**src/rtl/alu_exec_unit.sv**
```systemverilog
// alu_exec_unit: two-stage ALU responder, cmd handshake -> S1 capture -> S2 result.
// Ports: cmd_* in (valid/ready), res_* out (valid/ready), op_count/sticky_v stats, clr_stats.
module alu_exec_unit #(
    parameter int WIDTH = 32,
    parameter int TAG_W = 4,
    parameter int CNT_W = 16
) (
    input  logic             clk,
    input  logic             rst_n,
    input  logic             cmd_valid,
    output logic             cmd_ready,
    input  logic [WIDTH-1:0] cmd_a,
    input  logic [WIDTH-1:0] cmd_b,
    input  logic [2:0]       cmd_sel,
    input  logic             cmd_cin,
    input  logic [TAG_W-1:0] cmd_tag,
    output logic             res_valid,
    input  logic             res_ready,
    output logic [WIDTH-1:0] res_out,
    output logic [3:0]       res_status,
    output logic [TAG_W-1:0] res_tag,
    output logic [CNT_W-1:0] op_count,
    output logic             sticky_v,
    input  logic             clr_stats
);

    localparam int MSB = WIDTH - 1;

    logic             s1_full_q, s1_full_d;
    logic [WIDTH-1:0] s1_a_q, s1_a_d;
    logic [WIDTH-1:0] s1_b_q, s1_b_d;
    logic [2:0]       s1_sel_q, s1_sel_d;
    logic             s1_cin_q, s1_cin_d;
    logic [TAG_W-1:0] s1_tag_q, s1_tag_d;

    logic             res_valid_q, res_valid_d;
    logic [WIDTH-1:0] res_out_q, res_out_d;
    logic [3:0]       res_status_q, res_status_d;
    logic [TAG_W-1:0] res_tag_q, res_tag_d;

    logic [CNT_W-1:0] op_count_q, op_count_d;
    logic             sticky_v_q, sticky_v_d;

    logic             s2_load, cmd_fire, retire;
    logic [WIDTH:0]   add_w, sub_w;
    logic [WIDTH-1:0] alu_out;
    logic             alu_c, alu_v;

    // S1 drains into S2 whenever S2 is empty or retiring this cycle;
    // cmd_ready therefore depends on res_ready but never on cmd_valid.
    assign retire    = res_valid_q && res_ready;
    assign s2_load   = s1_full_q && (!res_valid_q || res_ready);
    assign cmd_ready = !s1_full_q || s2_load;
    assign cmd_fire  = cmd_valid && cmd_ready;

    always_comb begin
        add_w   = {1'b0, s1_a_q} + {1'b0, s1_b_q}
                + {{WIDTH{1'b0}}, s1_cin_q};
        // A + ~B + 1: carry out is the "no borrow" flag.
        sub_w   = {1'b0, s1_a_q} + {1'b0, ~s1_b_q}
                + {{WIDTH{1'b0}}, 1'b1};
        alu_out = '0;
        alu_c   = 1'b0;
        alu_v   = 1'b0;
        case (s1_sel_q)
            3'b000: begin
                alu_out = add_w[MSB:0];
                alu_c   = add_w[WIDTH];
                alu_v   = (s1_a_q[MSB] == s1_b_q[MSB])
                       && (add_w[MSB] != s1_a_q[MSB]);
            end
            3'b001: begin
                alu_out = sub_w[MSB:0];
                alu_c   = sub_w[WIDTH];
                alu_v   = (s1_a_q[MSB] != s1_b_q[MSB])
                       && (sub_w[MSB] != s1_a_q[MSB]);
            end
            3'b010: alu_out = s1_a_q ^ s1_b_q;
            3'b011: alu_out = s1_a_q & s1_b_q;
            3'b100: alu_out = s1_a_q | s1_b_q;
            3'b101: alu_out = ~(s1_a_q | s1_b_q);
            // Shift by the full A value: amounts >= WIDTH yield zero.
            3'b110: alu_out = s1_b_q >> s1_a_q;
            default: alu_out = s1_b_q << s1_a_q;
        endcase
    end

    always_comb begin
        s1_full_d = s1_full_q;
        if (cmd_fire)
            s1_full_d = 1'b1;
        else if (s2_load)
            s1_full_d = 1'b0;
        s1_a_d   = cmd_fire ? cmd_a   : s1_a_q;
        s1_b_d   = cmd_fire ? cmd_b   : s1_b_q;
        s1_sel_d = cmd_fire ? cmd_sel : s1_sel_q;
        s1_cin_d = cmd_fire ? cmd_cin : s1_cin_q;
        s1_tag_d = cmd_fire ? cmd_tag : s1_tag_q;

        res_valid_d = res_valid_q;
        if (s2_load)
            res_valid_d = 1'b1;
        else if (retire)
            res_valid_d = 1'b0;
        res_out_d    = s2_load ? alu_out : res_out_q;
        res_status_d = s2_load
                     ? {alu_v, alu_c, alu_out[MSB], alu_out == '0}
                     : res_status_q;
        res_tag_d    = s2_load ? s1_tag_q : res_tag_q;

        // Clear beats a coincident retire.
        op_count_d = op_count_q;
        sticky_v_d = sticky_v_q;
        if (clr_stats) begin
            op_count_d = '0;
            sticky_v_d = 1'b0;
        end else if (retire) begin
            op_count_d = op_count_q + 1'b1;
            sticky_v_d = sticky_v_q | res_status_q[3];
        end
    end

    always_ff @(posedge clk or negedge rst_n) begin
        if (!rst_n) begin
            s1_full_q    <= 1'b0;
            s1_a_q       <= '0;
            s1_b_q       <= '0;
            s1_sel_q     <= '0;
            s1_cin_q     <= 1'b0;
            s1_tag_q     <= '0;
            res_valid_q  <= 1'b0;
            res_out_q    <= '0;
            res_status_q <= '0;
            res_tag_q    <= '0;
            op_count_q   <= '0;
            sticky_v_q   <= 1'b0;
        end else begin
            s1_full_q    <= s1_full_d;
            s1_a_q       <= s1_a_d;
            s1_b_q       <= s1_b_d;
            s1_sel_q     <= s1_sel_d;
            s1_cin_q     <= s1_cin_d;
            s1_tag_q     <= s1_tag_d;
            res_valid_q  <= res_valid_d;
            res_out_q    <= res_out_d;
            res_status_q <= res_status_d;
            res_tag_q    <= res_tag_d;
            op_count_q   <= op_count_d;
            sticky_v_q   <= sticky_v_d;
        end
    end

    assign res_valid  = res_valid_q;
    assign res_out    = res_out_q;
    assign res_status = res_status_q;
    assign res_tag    = res_tag_q;
    assign op_count   = op_count_q;
    assign sticky_v   = sticky_v_q;

endmodule

```
**config.mk**
```make
export PLATFORM = sky130hd
export DESIGN_NAME = alu_exec_unit
export DESIGN_NICKNAME = d
export VERILOG_FILES = /design/src/rtl/alu_exec_unit.sv
export SDC_FILE = /design/constraint.sdc
export NUM_CORES = 1
export LEC_CHECK = 0
export CAP_MARGIN = 0
export CORE_ASPECT_RATIO = 1.2
export CORE_UTILIZATION = 50
export CTS_BUF_LIST = sky130_fd_sc_hd__clkbuf_4 sky130_fd_sc_hd__clkbuf_8 sky130_fd_sc_hd__clkbuf_16
export CTS_CLUSTER_SIZE = 12
export DETAILED_ROUTE_END_ITERATION = 10
export GPL_TIMING_DRIVEN = 0
export PLACE_DENSITY = 0.71
export REMOVE_ABC_BUFFERS = 1
export SYNTH_ARGS = -nofsm -noshare
export SYNTH_HDL_FRONTEND = slang
export SYNTH_SLANG_ARGS = --single-unit
```
**constraint.sdc**
```tcl
create_clock -name clk -period 5.8 [get_ports clk]
set_input_delay 1.16 -clock clk [delete_from_list [all_inputs] [get_ports clk]]
set_output_delay 1.16 -clock clk [all_outputs]
set_load 0.02 [all_outputs]
```
## Yosys cells after proc, flatten, opt, wreduce, memory -nomap -nowiden

Cells that the tools add are included.

- $add $sub $neg: 5
- Equality and inequality tests: 10
- Shift-type cells: 2
- Mux-type cells: 11
- Bitwise gates (word level): 6
- Reduce and logical (&&, ||, !) cells: 14

Operators by type and width:

| cell | number |
|---|---|
| $pmux 32 s7 | 1 |
| $add 32x32->33 | 2 |
| $not 32->32 | 2 |
| $add 33x1->33 | 1 |
| $add 33x1->33 const B | 1 |
| $and 32x32->32 | 1 |
| $logic_not 32->1 | 1 |
| $mux 16 | 2 |
| $or 32x32->32 | 1 |
| $shl 32x32->32 | 1 |
| $shr 32x32->32 | 1 |
| $xor 32x32->32 | 1 |
| $add 16x1->16 const B | 1 |
| $eq 3x3->1 const B | 3 |
| $eq 3x2->1 const B | 2 |
| $mux 1 | 6 |
| $reduce_bool 2->1 | 3 |
| $logic_and 1x1->1 | 5 |
| $pmux 1 s2 | 2 |
| $eq 3x1->1 const B | 1 |
| $logic_not 3->1 | 1 |
| $ne 1x1->1 | 3 |
| $logic_not 1->1 | 2 |
| $logic_or 1x1->1 | 2 |
| 2 further kinds | 2 |

- Register bits after elaboration: 131
- Input bits: 77

## Logic depth before layout (Yosys ltp)

- Depth in word-level cells: 6
- Depth in mapped cells: 19

## Least setup slack after synthesis

No wires, ideal clock.

- Path type: register -> register
- Start point: register s1_a_q[0]
- End point: register res_status_q[0] (netlist: res_status[0])
- Library setup time: 0.103 ns
- Arrival: 4.523 ns
- Required time: 5.697 ns
- Slack: 1.174 ns
- Cell stages (with the launch flop): 20
- Path buffers: 4
- Cells stage by stage: dfrtp_1 buf_6 inv_2 buf_2 buf_2 buf_1 ha_1 inv_1 fa_1 nor2b_1 o21a_1 o31ai_1 nand2_1 xnor2_1 a211oi_1 nand4_1 or4b_1 nor4b_2 nand4_1 o41ai_2

- Cells in the longest elaborated chain, start to end: 4
- Elaborated cells on any way between the ends: 12

RTL lines:

| element | line | text |
|---|---|---|
| from (decl) | 30 | `logic [WIDTH-1:0] s1_a_q, s1_a_d;` |
| from (signal assigned) | 126 | `s1_a_q <= '0;` |
| from (signal assigned) | 139 | `s1_a_q <= s1_a_d;` |
| $add 32x32->33 (tied with other cells) | 60 | `sub_w = {1'b0, s1_a_q} + {1'b0, ~s1_b_q}` |
| $add 33x1->33 (tied with other cells) | 61 | `+ {{WIDTH{1'b0}}, 1'b1};` |
| $pmux 32 s7 * | 65 | `case (s1_sel_q)` |
| $logic_not 32->1 * | 107 | `? {alu_v, alu_c, alu_out[MSB], alu_out == '0}` |
| to (signal assigned) | 146 | `res_status_q <= res_status_d;` |
| to (decl) | 38 | `logic [3:0] res_status_q, res_status_d;` |

Every way passes the cells marked *; elsewhere a longest branch is shown, timed or not.
A chain may end at the register's enable or synchronous reset.

## Worst setup path in the final report

- Start point: register s1_a_q[4]
- End point: register res_status_q[0] (netlist: res_status[0])

Same word-level chain as after synthesis.

==> flow_metrics.tcl <==
set metrics [dict create \
    synth_area_per_cell_um2 8.53 \
    firstDrtPassIters 7 \
    grt_setup_unrepaired "no" \
    initial_utilization_pct 51.2 \
    synthTopCellsByArea "dfrtp_1, ha_1, mux2_2" \
    core_mm2 0.0289 \
    slowest_delay_ps 770 \
    grt-ovfl-total 0 \
    max-cap-violations 1 \
    syn_inst 1737 \
    outcome "complete, but fails checks" \
    synth.distinct_cells 86 \
    num-fill-cells 2651 \
    worst_r2r_path_depth 13 \
    synth_area_mm2 0.0148 \
    path_class "flop to flop" \
    synth_common_cells "nor2_1, dfrtp_1, nand2_1" \
    htreeDepth 4 \
    fin_area_mm2 0.0169 \
    leakage_uw 0.00702 \
    finalCritPeriodShare_pct 98.5 \
    ant_nets 0 \
    reg2reg_from "s1_a_q[4]" \
    cts_root_buffer "clkbuf_16" \
    relSlewSlack_pct -0.255 \
    synth_area_leader_cell "dfrtp_1" \
    synth-edff-count 0 \
    grt_util_all_layers_pct 36.3 \
    min_path_type "flop to flop" \
    regArea_mm2 0.00327 \
    cp_cell_sequence "inv_1, ha_1, nor2b_1, a211o_1, o21ai_0, o211ai_1, a31o_2, a21oi_1, o221ai_1, a211o_1, a211oi_1, nand4_1, o41ai_2" \
    dpl_cell_area_mm2 0.0163 \
    async_flop_share_pct 100 \
    gr-usage-met2_pct 58.3 \
    cts_made_buffers 17 \
    cpMostUsedCell "a211o_1" \
    cts_tree "done" \
    grt_first_pass_wirelength_um 84800 \
    nets 1958 \
    synth_top_area_share_pct 22.0 \
    hold_path_end "res_out[12]" \
    hold_start "res_out[12]" \
    period_needed_ps 5710 \
    synth-seq-cells 130 \
    final_util_pct 58.6 \
    clock_path_buffers 2 \
    drc 0 \
    grt-busiest-layer "met2" \
    fin_worst_skew_ps 11.0 \
    die-area_mm2 0.0303 \
    r2r_slack_ps 90 \
    cp.required_ps 6150 \
    ys_seq_area_share_pct 22.0 \
    crit_arrival_ps 6060 \
    max_freq_mhz 175 \
    synth-warning-count 0 \
    grt_use_met3_pct 6.44 \
    dp_hpwl_um 40900 \
    die_h_um 191 \
    drive_above_1_share_pct 14.5 \
    rows 68 \
    clk_pin_slew_ps 70 \
    r2r_end "res_status[0]" \
    place.gp.congestion 1.00 \
    drt_iter0_markers 1634 \
    io-pin-count 136 \
    grt_max_degree 81 \
    clk_latency_ps 460 \
    synth_ff_type "dfrtp_1" \
    vdd_drop_max_uv 235 \
    violations "capacitance limit, slew limit" \
    routed_via_density 6.86 \
    grtUsageMet1_pct 47.4 \
    cpMaxStageDelayCell "dfrtp_1" \
    crit_path_start_kind "flop" \
    wl_per_cell_um 25.4 \
    setup_violations 0 \
    crit_family "compound AO/OA/AOI/OAI gates" \
    cts_hold_buf 0 \
    multi_input_area_mm2 0.0106 \
    worst_slew_pin_slew_ps 1500 \
    port_buffers 135 \
    vias 14800 \
    diodes 0 \
    first_global_vias 14200 \
    hold_violations 0 \
    clock_sinks 130 \
    cp_max_fo 13 \
    whs_path_depth 2 \
    synth.most_common_cell "nor2_1" \
    setup.worst_path.end_class "flop" \
    drv_slew 29 \
    syn2layout_area_growth_pct 14.4 \
    routed_wl_um 55000 \
    p_per_area_mw_per_mm2 345 \
    path_buf_inv 1 \
    fp.dieW_um 159 \
    antenna_found_initial 0 \
]
timing repair:
item | 4_1_cts | 5_1_grt
gates cloned | 2 | 0
endpoints found under the hold margin | 0 | 0
gates resized for setup | 6 | 2
pin swaps | 0 | 0
endpoints found under the setup margin | 4 | 3
setup buffers | 1 | 3
cell families (layout without fill, tap and decap cells):
| group | Yosys count | in the layout | share of synthesized area (%) |
|---|---|---|---|
| flops | 130 | 130 | 22.0 |
| compound gates | 518 | 518 | 24.0 |
| mux | 243 | 243 | 21.3 |
| fa+ha+maj | 114 | 114 | 9.78 |
| buf+inv | 238 | 281 | 6.61 |
| simple gates | 475 | 475 | 15.3 |
| xor+xnor | 19 | 19 | 1.12 |
metal layers:
metal | wire length (um) | share of wire, % | vias up
met5 | 0 | 0 | -
met2 | 25200 | 46 | 820
li1 | - | - | 6584
met3 | 4560 | 8.3 | 185
met4 | 2700 | 4.9 | 0
met1 | 22600 | 41 | 7254
state kept, by name (all words and copies together) (netlist names):
register	flops
op_count	16
res_out	31
res_status	4
res_tag	4
res_valid	1
s1_a_q	32
s1_b_q	32
s1_cin_q	1
s1_full_q	1
s1_sel_q	3
s1_tag_q	4
sticky_v	1
stage by stage:
stage | hold slack, ps | setup slack [ps] | cells | TNS (ps) | power, uW
5_1_grt | 514 | 45.6 | 2165 | 0 | 6140
4_1_cts | 487 | 1.10 | 2161 | 0 | 5750
3_3_place_gp | 462 | -2500 | 2116 | -236040 | 4610
2_1_floorplan | 475 | -279 | 1596 | -579 | 3480
3_5_place_dp | 469 | -498 | 2126 | -874 | 4650
6_report | 480 | 89.1 | 2165 | 0 | 5840
layout make-up:
| cell class | count | share of cell area (%) |
|---|---|---|
| multi-input cells | 1369 | 62.8 |
| flip-flops and latches | 130 | 19.3 |
| repair buffers | 150 | 9.46 |
| well taps | 385 | 2.84 |
| clock buffers | 17 | 2.51 |
| inverters | 97 | 2.22 |
| clock inverters | 15 | 0.849 |
| repair inverters | 2 | 0.0591 |
layout by cell type (no fill, tap or decap), types with 7 or more instances in the layout:
master / instances
mux2i_1: 78
xnor2_1: 7
clkbuf_16: 17
mux4_2: 42
o31ai_1: 11
or2_2: 12
nand3_1: 36
or3_1: 12
nand2b_1: 18
a221o_1: 17
and3_1: 12
xor2_1: 12
ha_1: 111
o221ai_1: 14
o22ai_1: 38
a22oi_1: 12
o21a_1: 12
a31oi_1: 16
a2111oi_0: 7
nor2_1: 149
nand4_1: 12
a211o_1: 15
mux2_2: 120
a21o_1: 14
clkdlybuf4s50_1: 134
and2_1: 8
a21oi_1: 108
inv_1: 92
nand2_1: 123
o21ai_0: 99
nor3_1: 32
dfrtp_1: 125
nor4_1: 15
a221oi_1: 28
o311ai_0: 8
nor2b_1: 14
o211ai_1: 20
a211oi_1: 30
o21bai_1: 8
power by group:
group	total, uW	internal, uW	switching (uW)	leakage [uW]
Sequential	1460	1090	364	0.00156
Combinational	3310	1380	1930	0.00519
Clock	1070	567	505	0.000273
worst reg2reg max path: cells and delay by family (launching register included):
family / cells / cell delay (ps)
flip-flops: 1 / 770
adder cells (fa/ha/maj): 1 / 630
AO/OA/AOI/OAI: 9 / 3300
buffers and inverters: 1 / 460
AND/OR/NAND/NOR: 2 / 450
worst max path at each step:
stage	slack, ps	cells past startpoint	end	from
floorplan	-280	13	res_status[0]	s1_a_q[1]
global placement	-2500	13	res_status[0]	s1_a_q[1]
detailed placement	-500	13	res_status[0]	s1_a_q[3]
CTS	1	13	res_status[0]	s1_a_q[3]
global route	50	13	res_status[0]	s1_a_q[4]
finish	90	13	res_status[0]	s1_a_q[4]
Power figures use the tool's default switching activity.
